`config.mk`:
```
export PLATFORM = sky130hd
export DESIGN_NAME = fifo_rd_stream_flat
export DESIGN_NICKNAME = d
export VERILOG_FILES = /design/src/rtl/fifo_pkg.sv /design/src/rtl/fifo_rd_stream_if.sv /design/src/rtl/fifo_rd_stream_skid_buf.sv /design/src/rtl/fifo_rd_stream.sv /design/src/flat_wrapper.sv
export SDC_FILE = /design/constraint.sdc
export NUM_CORES = 1
export LEC_CHECK = 0
export BUFFER_PORTS_ARGS = -buffer_cell sky130_fd_sc_hd__clkbuf_2
export CAP_MARGIN = 20
export CORE_MARGIN = 8
export CORE_UTILIZATION = 37
export CTS_CLUSTER_SIZE = 40
export DETAILED_ROUTE_END_ITERATION = 8
export PLACE_DENSITY_LB_ADDON = 0.1
export RECOVER_POWER = 25
export SLEW_MARGIN = 40
export SYNTH_ARGS = -nofsm -noshare
export SYNTH_HDL_FRONTEND = slang
export SYNTH_SLANG_ARGS = --single-unit
export TNS_END_PERCENT = 30
```
`constraint.sdc`:
```
create_clock -name R_CLK -period 2.5 [get_ports R_CLK]
set_clock_uncertainty 0.2 [all_clocks]
set_input_delay 0.625 -clock R_CLK [delete_from_list [all_inputs] [get_ports R_CLK]]
set_output_delay 0.625 -clock R_CLK [all_outputs]
set_load 0.05 [all_outputs]
```
`src/rtl/fifo_pkg.sv`:
```
// fifo_pkg: constants and helpers shared by the async FIFO pointer handlers
// and the read-side stream consumer.
package fifo_pkg;

    // Supported range of the FIFO memory read latency
    localparam int unsigned RD_LATENCY_MIN = 1;
    localparam int unsigned RD_LATENCY_MAX = 2;

    // Pointer width for a power-of-2 depth: address bits plus one wrap bit
    function automatic int unsigned ptr_width(input int unsigned depth);
        return $clog2(depth) + 1;
    endfunction

endpackage

```
`src/rtl/fifo_rd_stream_if.sv`:
```
// fifo_rd_stream_if: FIFO read port, downstream valid/ready stream and
// status signals of the read-side consumer.
interface fifo_rd_stream_if
    import fifo_pkg::*;
#(
    parameter int unsigned DATA_WIDTH = 8,
    parameter int unsigned BUF_DEPTH  = 4,
    parameter int unsigned CNT_WIDTH  = 32
);
    logic                              EN;
    logic                              EMPTY;
    logic                              R_EN;
    logic [DATA_WIDTH-1:0]             F_DATA;
    logic                              M_VALID;
    logic                              M_READY;
    logic [DATA_WIDTH-1:0]             M_DATA;
    logic [ptr_width(BUF_DEPTH)-1:0]   OCC;
    logic [CNT_WIDTH-1:0]              WORD_CNT;

    // Consumer block view
    modport master (
        input  EN, EMPTY, F_DATA, M_READY,
        output R_EN, M_VALID, M_DATA, OCC, WORD_CNT
    );

    // Environment view: FIFO, control and downstream sink
    modport slave (
        output EN, EMPTY, F_DATA, M_READY,
        input  R_EN, M_VALID, M_DATA, OCC, WORD_CNT
    );
endinterface

```
`src/rtl/fifo_rd_stream_skid_buf.sv`:
```
// stream_skid_buf: circular prefetch buffer with wrap-bit pointers.
// The head entry is presented directly; valid is derived from the
// registered pointers only, so there is no path from push_data to head.
module stream_skid_buf
    import fifo_pkg::*;
#(
    parameter int unsigned DATA_WIDTH = 8,
    parameter int unsigned DEPTH      = 4
) (
    input  logic                          clk,
    input  logic                          rst,
    input  logic                          push,
    input  logic [DATA_WIDTH-1:0]         push_data,
    input  logic                          pop,
    output logic [DATA_WIDTH-1:0]         head,
    output logic                          valid,
    output logic [ptr_width(DEPTH)-1:0]   occ
);
    localparam int unsigned PW = ptr_width(DEPTH);
    localparam int unsigned AW = PW - 1;

    logic [DATA_WIDTH-1:0] mem [DEPTH];
    logic [PW-1:0]         wr_ptr;
    logic [PW-1:0]         rd_ptr;
    logic                  empty;
    logic                  full;
    logic                  do_push;
    logic                  do_pop;

    assign empty   = (wr_ptr == rd_ptr);
    assign full    = (wr_ptr[AW] != rd_ptr[AW]) && (wr_ptr[AW-1:0] == rd_ptr[AW-1:0]);
    assign do_push = push && !rst;
    assign do_pop  = pop && !empty && !rst;

    assign valid = !empty;
    assign head  = mem[rd_ptr[AW-1:0]];
    assign occ   = wr_ptr - rd_ptr;

    // Storage write; contents need no reset since valid gates the head
    always_ff @(posedge clk) begin
        if (do_push) begin
            mem[wr_ptr[AW-1:0]] <= push_data;
        end
    end

    // Pointer update; capture and pop in the same cycle move both pointers
    always_ff @(posedge clk) begin
        if (rst) begin
            wr_ptr <= '0;
            rd_ptr <= '0;
        end else begin
            if (do_push) begin
                wr_ptr <= wr_ptr + PW'(1);
            end
            if (do_pop) begin
                rd_ptr <= rd_ptr + PW'(1);
            end
        end
    end

    // The credit rule upstream must never let a write reach a full buffer
    always_ff @(posedge clk) begin
        if (!rst) begin
            assert (!(push && full));
        end
    end

endmodule

```
`src/rtl/fifo_rd_stream.sv`:
```
// fifo_rd_stream: read-side consumer of the async FIFO. Issues R_EN against
// EMPTY with a credit check, tracks reads in flight through the FIFO memory
// latency, lands them in a prefetch buffer and streams them out.
module fifo_rd_stream
    import fifo_pkg::*;
#(
    parameter int unsigned DATA_WIDTH = 8,
    parameter int unsigned RD_LATENCY = 1,
    parameter int unsigned BUF_DEPTH  = 4,
    parameter int unsigned CNT_WIDTH  = 32
) (
    input  logic             R_CLK,
    input  logic             RRST,
    fifo_rd_stream_if.master bus
);
    localparam int unsigned OW = ptr_width(BUF_DEPTH);

    if (RD_LATENCY < RD_LATENCY_MIN || RD_LATENCY > RD_LATENCY_MAX) begin : g_bad_latency
        $error("fifo_rd_stream: RD_LATENCY must be 1 or 2");
    end
    if ((BUF_DEPTH & (BUF_DEPTH - 1)) != 0 || BUF_DEPTH < RD_LATENCY + 2) begin : g_bad_depth
        $error("fifo_rd_stream: BUF_DEPTH must be a power of 2 and >= RD_LATENCY+2");
    end

    logic [RD_LATENCY-1:0] inflight;
    logic [OW-1:0]         inflight_cnt;
    logic [OW-1:0]         occ;
    logic [OW:0]           committed;
    logic                  credit;
    logic                  r_en;
    logic                  push;
    logic                  pop;
    logic                  m_valid;
    logic [DATA_WIDTH-1:0] m_data;
    logic [CNT_WIDTH-1:0]  word_cnt;

    // Buffer slots already claimed: stored words plus reads still in the
    // memory pipeline. A same-cycle pop is deliberately not credited.
    assign inflight_cnt = OW'($countones(inflight));
    assign committed    = {1'b0, occ} + {1'b0, inflight_cnt};
    assign credit       = committed < (OW + 1)'(BUF_DEPTH);
    assign r_en         = bus.EN && !bus.EMPTY && !RRST && credit;

    assign push = inflight[RD_LATENCY-1] && !RRST;
    assign pop  = m_valid && bus.M_READY;

    // In-flight tracker: one bit per outstanding read, aged each edge
    always_ff @(posedge R_CLK) begin
        if (RRST) begin
            inflight <= '0;
        end else begin
            inflight[0] <= r_en;
            for (int unsigned i = 1; i < RD_LATENCY; i++) begin
                inflight[i] <= inflight[i-1];
            end
        end
    end

    // Completed-transfer counter, wraps naturally
    always_ff @(posedge R_CLK) begin
        if (RRST) begin
            word_cnt <= '0;
        end else if (pop) begin
            word_cnt <= word_cnt + CNT_WIDTH'(1);
        end
    end

    stream_skid_buf #(
        .DATA_WIDTH (DATA_WIDTH),
        .DEPTH      (BUF_DEPTH)
    ) u_buf (
        .clk       (R_CLK),
        .rst       (RRST),
        .push      (push),
        .push_data (bus.F_DATA),
        .pop       (pop),
        .head      (m_data),
        .valid     (m_valid),
        .occ       (occ)
    );

    assign bus.R_EN     = r_en;
    assign bus.M_VALID  = m_valid;
    assign bus.M_DATA   = m_data;
    assign bus.OCC      = occ;
    assign bus.WORD_CNT = word_cnt;

endmodule

```
`src/flat_wrapper.sv`:
```
// flat-port wrapper written by rule: the top's interface ports become plain ports
module fifo_rd_stream_flat import fifo_pkg::*;
#(
    parameter int unsigned DATA_WIDTH = 8,
    parameter int unsigned RD_LATENCY = 1,
    parameter int unsigned BUF_DEPTH  = 4,
    parameter int unsigned CNT_WIDTH  = 32
)
  (R_CLK, RRST, bus_EN, bus_EMPTY, bus_F_DATA, bus_M_READY, bus_R_EN, bus_M_VALID, bus_M_DATA, bus_OCC, bus_WORD_CNT);
  fifo_rd_stream_if #(.DATA_WIDTH(DATA_WIDTH), .BUF_DEPTH(BUF_DEPTH), .CNT_WIDTH(CNT_WIDTH)) bus_i ();
  input  logic R_CLK;
  input  logic RRST;
  input wire logic [$bits(bus_i.EN)-1:0] bus_EN;
  input wire logic [$bits(bus_i.EMPTY)-1:0] bus_EMPTY;
  input wire logic [$bits(bus_i.F_DATA)-1:0] bus_F_DATA;
  input wire logic [$bits(bus_i.M_READY)-1:0] bus_M_READY;
  output wire logic [$bits(bus_i.R_EN)-1:0] bus_R_EN;
  output wire logic [$bits(bus_i.M_VALID)-1:0] bus_M_VALID;
  output wire logic [$bits(bus_i.M_DATA)-1:0] bus_M_DATA;
  output wire logic [$bits(bus_i.OCC)-1:0] bus_OCC;
  output wire logic [$bits(bus_i.WORD_CNT)-1:0] bus_WORD_CNT;
  assign bus_i.EN = bus_EN;
  assign bus_i.EMPTY = bus_EMPTY;
  assign bus_i.F_DATA = bus_F_DATA;
  assign bus_i.M_READY = bus_M_READY;
  assign bus_R_EN = bus_i.R_EN;
  assign bus_M_VALID = bus_i.M_VALID;
  assign bus_M_DATA = bus_i.M_DATA;
  assign bus_OCC = bus_i.OCC;
  assign bus_WORD_CNT = bus_i.WORD_CNT;
  fifo_rd_stream #(.DATA_WIDTH(DATA_WIDTH), .RD_LATENCY(RD_LATENCY), .BUF_DEPTH(BUF_DEPTH), .CNT_WIDTH(CNT_WIDTH)) u_core (.R_CLK(R_CLK), .RRST(RRST), .bus(bus_i));
endmodule
```
Yosys cells after proc, flatten, opt, wreduce, memory -nomap -nowiden
Memories as Yosys holds them, arrays and structs flattened. A register that Yosys moved wholly into a read port is not among the register bits.
Cells that the tools add are included.
{"block": "totals", "output_inout_bits": 45, "mem_count": 1, "reg_bits": 39, "in_bits": 13, "mem_bits_rw": 32, "wordCells": 27}
{"memory": "u_core.u_buf.mem", "depth": 4, "word_bits": 8, "read_ports": 1, "rd_clocked_by_memory_dff": 1, "write_ports": 1, "line_no": "fifo_rd_stream_skid_buf.sv:22", "text": "logic [DATA_WIDTH-1:0] mem [DEPTH];"}
{"block": "op_classes", "mux": 4, "n_eq_ne": 1, "n_reduce_logical": 11, "add_sub_neg": 5, "order_cmp": 1}
{"operator": "32-bit by 1-bit adder with 32-bit output (second input constant)", "n": 1}
{"operator": "1-bit logical AND", "n": 8}
{"operator": "3-bit by 1-bit adder with 3-bit output (second input constant)", "n": 2}
{"operator": "3-bit by 1-bit adder with 4-bit output", "n": 1}
{"operator": "4-bit by 3-bit < comparator with 1-bit output (second input constant)", "n": 1}
{"operator": "2-bit two-way mux", "n": 2}
{"operator": "3-bit equality test", "n": 1}
{"operator": "1-bit logical NOT", "n": 3}
{"operator": "3-bit subtractor", "n": 1}
{"operator": "1-bit two-way mux", "n": 2}

Longest topological paths before layout
{"block": "logic_depth", "word_depth": 7, "mapped_depth": 7, "ltp_nobuf": 6}

By module
From an unflattened synthesis, not the netlist that was laid out.
{"block": "hier_totals", "hier_cells": 281, "area_unflattened_um2": 3284.4}
{"mod": "stream_skid_buf", "n_inst": 1, "cells_per_inst": 97, "seq_area_each_um2": 1121.1, "area_per_inst_um2": 1665.3}
{"mod": "fifo_rd_stream", "n_inst": 1, "cells_per_inst": 184, "seq_area_each_um2": 660.6, "area_per_inst_um2": 1619.1}

Worst setup path before layout
OpenSTA, ideal clock, no wires.
{"block": "synth_path", "path_type": "reg-to-output", "start": "register u_core.u_buf.wr_ptr[0]", "end": "output bus_R_EN", "path_buffers": 0, "stages_incl_launch_ff": 6, "arrival_ns": 2.744, "setup_slack_ns": -1.069, "required_time_ns": 1.675, "path_cell_list": "dfxtp_1 inv_1 ha_1 fa_1 xor2_1 a311oi_1"}
{"block": "synth_via", "elab_chain_cells": 4}
{"element": "from (decl)", "line_no": "fifo_rd_stream_skid_buf.sv:23", "text": "logic [PW-1:0] wr_ptr;"}
{"element": "from (signal assigned)", "line_no": "fifo_rd_stream_skid_buf.sv:53", "text": "wr_ptr <= wr_ptr + PW'(1);"}
{"element": "3-bit subtractor", "line_no": "fifo_rd_stream_skid_buf.sv:37", "text": "assign occ = wr_ptr - rd_ptr;"}
{"element": "net bus_OCC[2]", "line_no": "flat_wrapper.sv:20", "text": "output wire logic [$bits(bus_i.OCC)-1:0] bus_OCC;"}
{"element": "3-bit by 1-bit adder with 4-bit output", "line_no": "fifo_rd_stream.sv:40", "text": "assign committed = {1'b0, occ} + {1'b0, inflight_cnt};"}
{"element": "4-bit by 3-bit < comparator with 1-bit output", "line_no": "fifo_rd_stream.sv:41", "text": "assign credit = committed < (OW + 1)'(BUF_DEPTH);"}
{"element": "1-bit logical AND", "line_no": "fifo_rd_stream.sv:42", "text": "assign r_en = bus.EN && !bus.EMPTY && !RRST && credit;"}
{"element": "to (decl)", "line_no": "flat_wrapper.sv:17", "text": "output wire logic [$bits(bus_i.R_EN)-1:0] bus_R_EN;"}
The timed path passes the listed nets, and every way through them passes these cells.

Worst setup path in the final report
{"block": "layout_path", "start": "register u_core.u_buf.wr_ptr[0]", "end": "output bus_R_EN"}
{"block": "layout_via", "elab_chain_cells": 4}
{"element": "3-bit subtractor", "line_no": "fifo_rd_stream_skid_buf.sv:37"}
{"element": "3-bit by 1-bit adder with 4-bit output", "line_no": "fifo_rd_stream.sv:40"}
{"element": "4-bit by 3-bit < comparator with 1-bit output", "line_no": "fifo_rd_stream.sv:41"}
{"element": "1-bit logical AND", "line_no": "fifo_rd_stream.sv:42"}
No other way between the ends.

==> impl_metrics.ini <==
[outcome]
status = complete, but fails checks
violations = negative setup slack

[detailed_routing]
dr.pass1.iters = 4
drtIter0Drc = 47
postRouteAntennaNets = 0
wl_met3_um = 303
dr_total_vias = 2401
drc = 0
wire_per_inst_um = 15.5
viasPerCell = 5.15
routed_wirelength_mm = 7.20
highest_layer = met4
dr_wl_met2_mm = 3.66
m1WireLength_mm = 3.11

[clocking]
clockBufferDepth = 2
clk_latency_ps = 340
clkTransAtPathRegs_ps = 80
cts_hold_buf = 0
htreeDepth = 3
clock-root-buffer = clkbuf_8
cts.sinks = 73
cts_tree = built
numCtsBuffers = 9

[grt]
grt_usage_pct = 12.7
overflow = 0
grt_start_max_net_pins = 50
antenna_found_initial = 0
grt_pass1_vias = 2474
grt_pass1_wl_mm = 11.9

[power_and_ir_drop]
ir_drop_v = 0.000228
power.density_mw_per_mm2 = 665
p_leak_nw = 1.54

[setup_path]
critPathCaptureType = output port
cp_slowest_cell = fa_2
cp.required_ps = 1670
arrival_ps = 1910
critical_path_class = reg2out
path_cells = inv_2 -> ha_4 -> fa_2 -> xor2_2 -> a311oi_4 -> buf_12
cpPeakStageDelay_ps = 360
critPathLaunchType = flop
worst-path-max-fanout = 2

[timing]
setup_viol = 3
maxSlewViolCount = 0
fin_hold_ws_ps = 299
maxClockFrequency_mhz = 366
rsz0062_at_grt = true
fin_crit_sh_pct = 109
hold_viol = 0
max_slew.worst_pin.slew_ps = 1020
slew_headroom_pct = 31.7
fin_ws_ps = -236
min_period_ps = 2740

[yosys]
synthesis.area_sq_mm = 0.00327
synth_compound_area_share_pct = 7.58
synthMuxAreaShare_pct = 9.88
yosysTopAreaCellShare_pct = 29.4
synth.distinct_cells = 38
yosysSeqAreaShare_pct = 54.5
synth_top_family_by_area = simple AND/OR/NAND/NOR gates
syn-num-nets = 302
yosys-top-cells-area = edfxtp_1 (29%), dfxtp_1 (25%), mux4_2 (5.5%)
synth-edff-count = 32
ys_ff_latch = 73
synth_xor_area_share_pct = 3.49
ys_warn_count = 0
netlist_instances = 280
synthAdderAreaFrac_pct = 3.68
synth_top_area_cell = edfxtp_1
async_flop_share_pct = 0
synth_ff_type = dfxtp_1
postSynthAreaPerCell_sq_um = 11.7
yosys.area_share.simple_pct = 17.9

[floorplanning]
coreArea_sq_mm = 0.00864
row_count = 34
fp.dieW_um = 110
dieArea_sq_mm = 0.0121
chipHeight_um = 110
start_util_pct = 37.8
ios = 58

[cells_and_area]
area_delta_synth_final_pct = 25.8
post-route-util_pct = 47.6
diodes = 0
drive_above_1_share_pct = 32.7
fin_nets = 375
fin_cells = 466

[placed_design]
place_congestion = 0.723
dp_cells = 447
hpwl_mm = 5.08
port-buffer-count = 57
dp_slack_ps = 41.6

[job]
drv_cap = 0

[min_path]
hold_path.class = reg2reg
cell type report:
type	instances	area, sq um
Tap cell	108	135
Multi-Input combinational cell	183	1430
Fill cell	830	4530
Inverter	8	30.0
Clock buffer	9	124
Clock inverter	7	101
Timing Repair Buffer	78	502
Sequential cell	73	1790
cells in the mapped netlist (all sizes together), types with 10 or more instances:
cell    instances
a21oi          14
clkbuf         11
dfxtp          41
edfxtp         32
mux2           10
nand2          11
nor2           26
nor2b          11
nor4           10
o31ai          10
or4            10
xor2           11
per-layer routing:
layer	global-route usage, %	up-vias
li1	-	1191
met4	6.46	0
met3	3.22	10
met2	21.6	41
met5	0	-
met1	14.4	1159
final timing paths:
kind	end	depth (start not counted)	slack (ps)	start
max reg2reg	u_core.bus.WORD_CNT[18]	6	320	u_core.u_buf.wr_ptr[1]
min	u_core.bus.WORD_CNT[10]	2	300	u_core.bus.WORD_CNT[10]
max	bus_R_EN	6	-240	u_core.u_buf.wr_ptr[0]
min reg2reg	u_core.bus.WORD_CNT[10]	2	300	u_core.bus.WORD_CNT[10]
cells in the final DEF, fill, tap and decap left out, types with 10 or more instances in the layout:
cell type	instances
a21oi_1	14
buf_4	17
nor2b_1	11
dfxtp_1	38
clkbuf_1	10
edfxtp_1	32
mux2_2	10
nand2_1	10
xor2_1	10
nor4_1	10
nor2_1	26
clkbuf_2	40
o31ai_1	10
critical path: cells and delay by family (launching register included):
kind	cells	cell delay, ps
adders and majority gates	2	510
DFF	1	340
AOI/OAI and AO/OA	1	320
buffers and inverters	2	230
xor gates and xnor gates	1	170
where the power goes:
part           internal [W]  total [W]  switching, W  leakage [nW]
sequential          0.00126    0.00128     0.0000168         0.620
clock              0.000572    0.00105      0.000473         0.107
combinational      0.000160   0.000411      0.000250         0.816
registers in the layout, indices dropped and copies added, names as in the netlist, named ones only:
name                 flops
u_core.bus.WORD_CNT     32
u_core.u_buf.mem        32
u_core.inflight          1
u_core.u_buf.rd_ptr      3
u_core.u_buf.wr_ptr      3
metrics by stage:
step	power, W	setup TNS, ps	instance area, sq um
floorplan	0.00155	-339	3290
global placement	0.00168	0	3820
detailed placement	0.00168	0	3820
CTS	0.00277	-582	4110
global route	0.00285	-631	4110
finish	0.00273	-353	4110
logic make-up (layout without fill, tap and decap cells):
kind of cell    count (synthesis)  in the layout
compound gates                 39             39
xor+xnor                       13             13
fa+ha+maj                       9              9
buf+inv                        24            102
flops                          73             73
mux                            21             21
simple gates                  101            101
timing repair:
action / CTS / global route
gates cloned: 0 / 0
endpoints found under the setup margin: 4 / 9
gates resized for setup: 14 / 7
setup buffers: 1 / 2
hold endpoints to repair: 0 / 0
pin swaps: 4 / 3
Note: power is estimated with default switching activity, not from simulation.
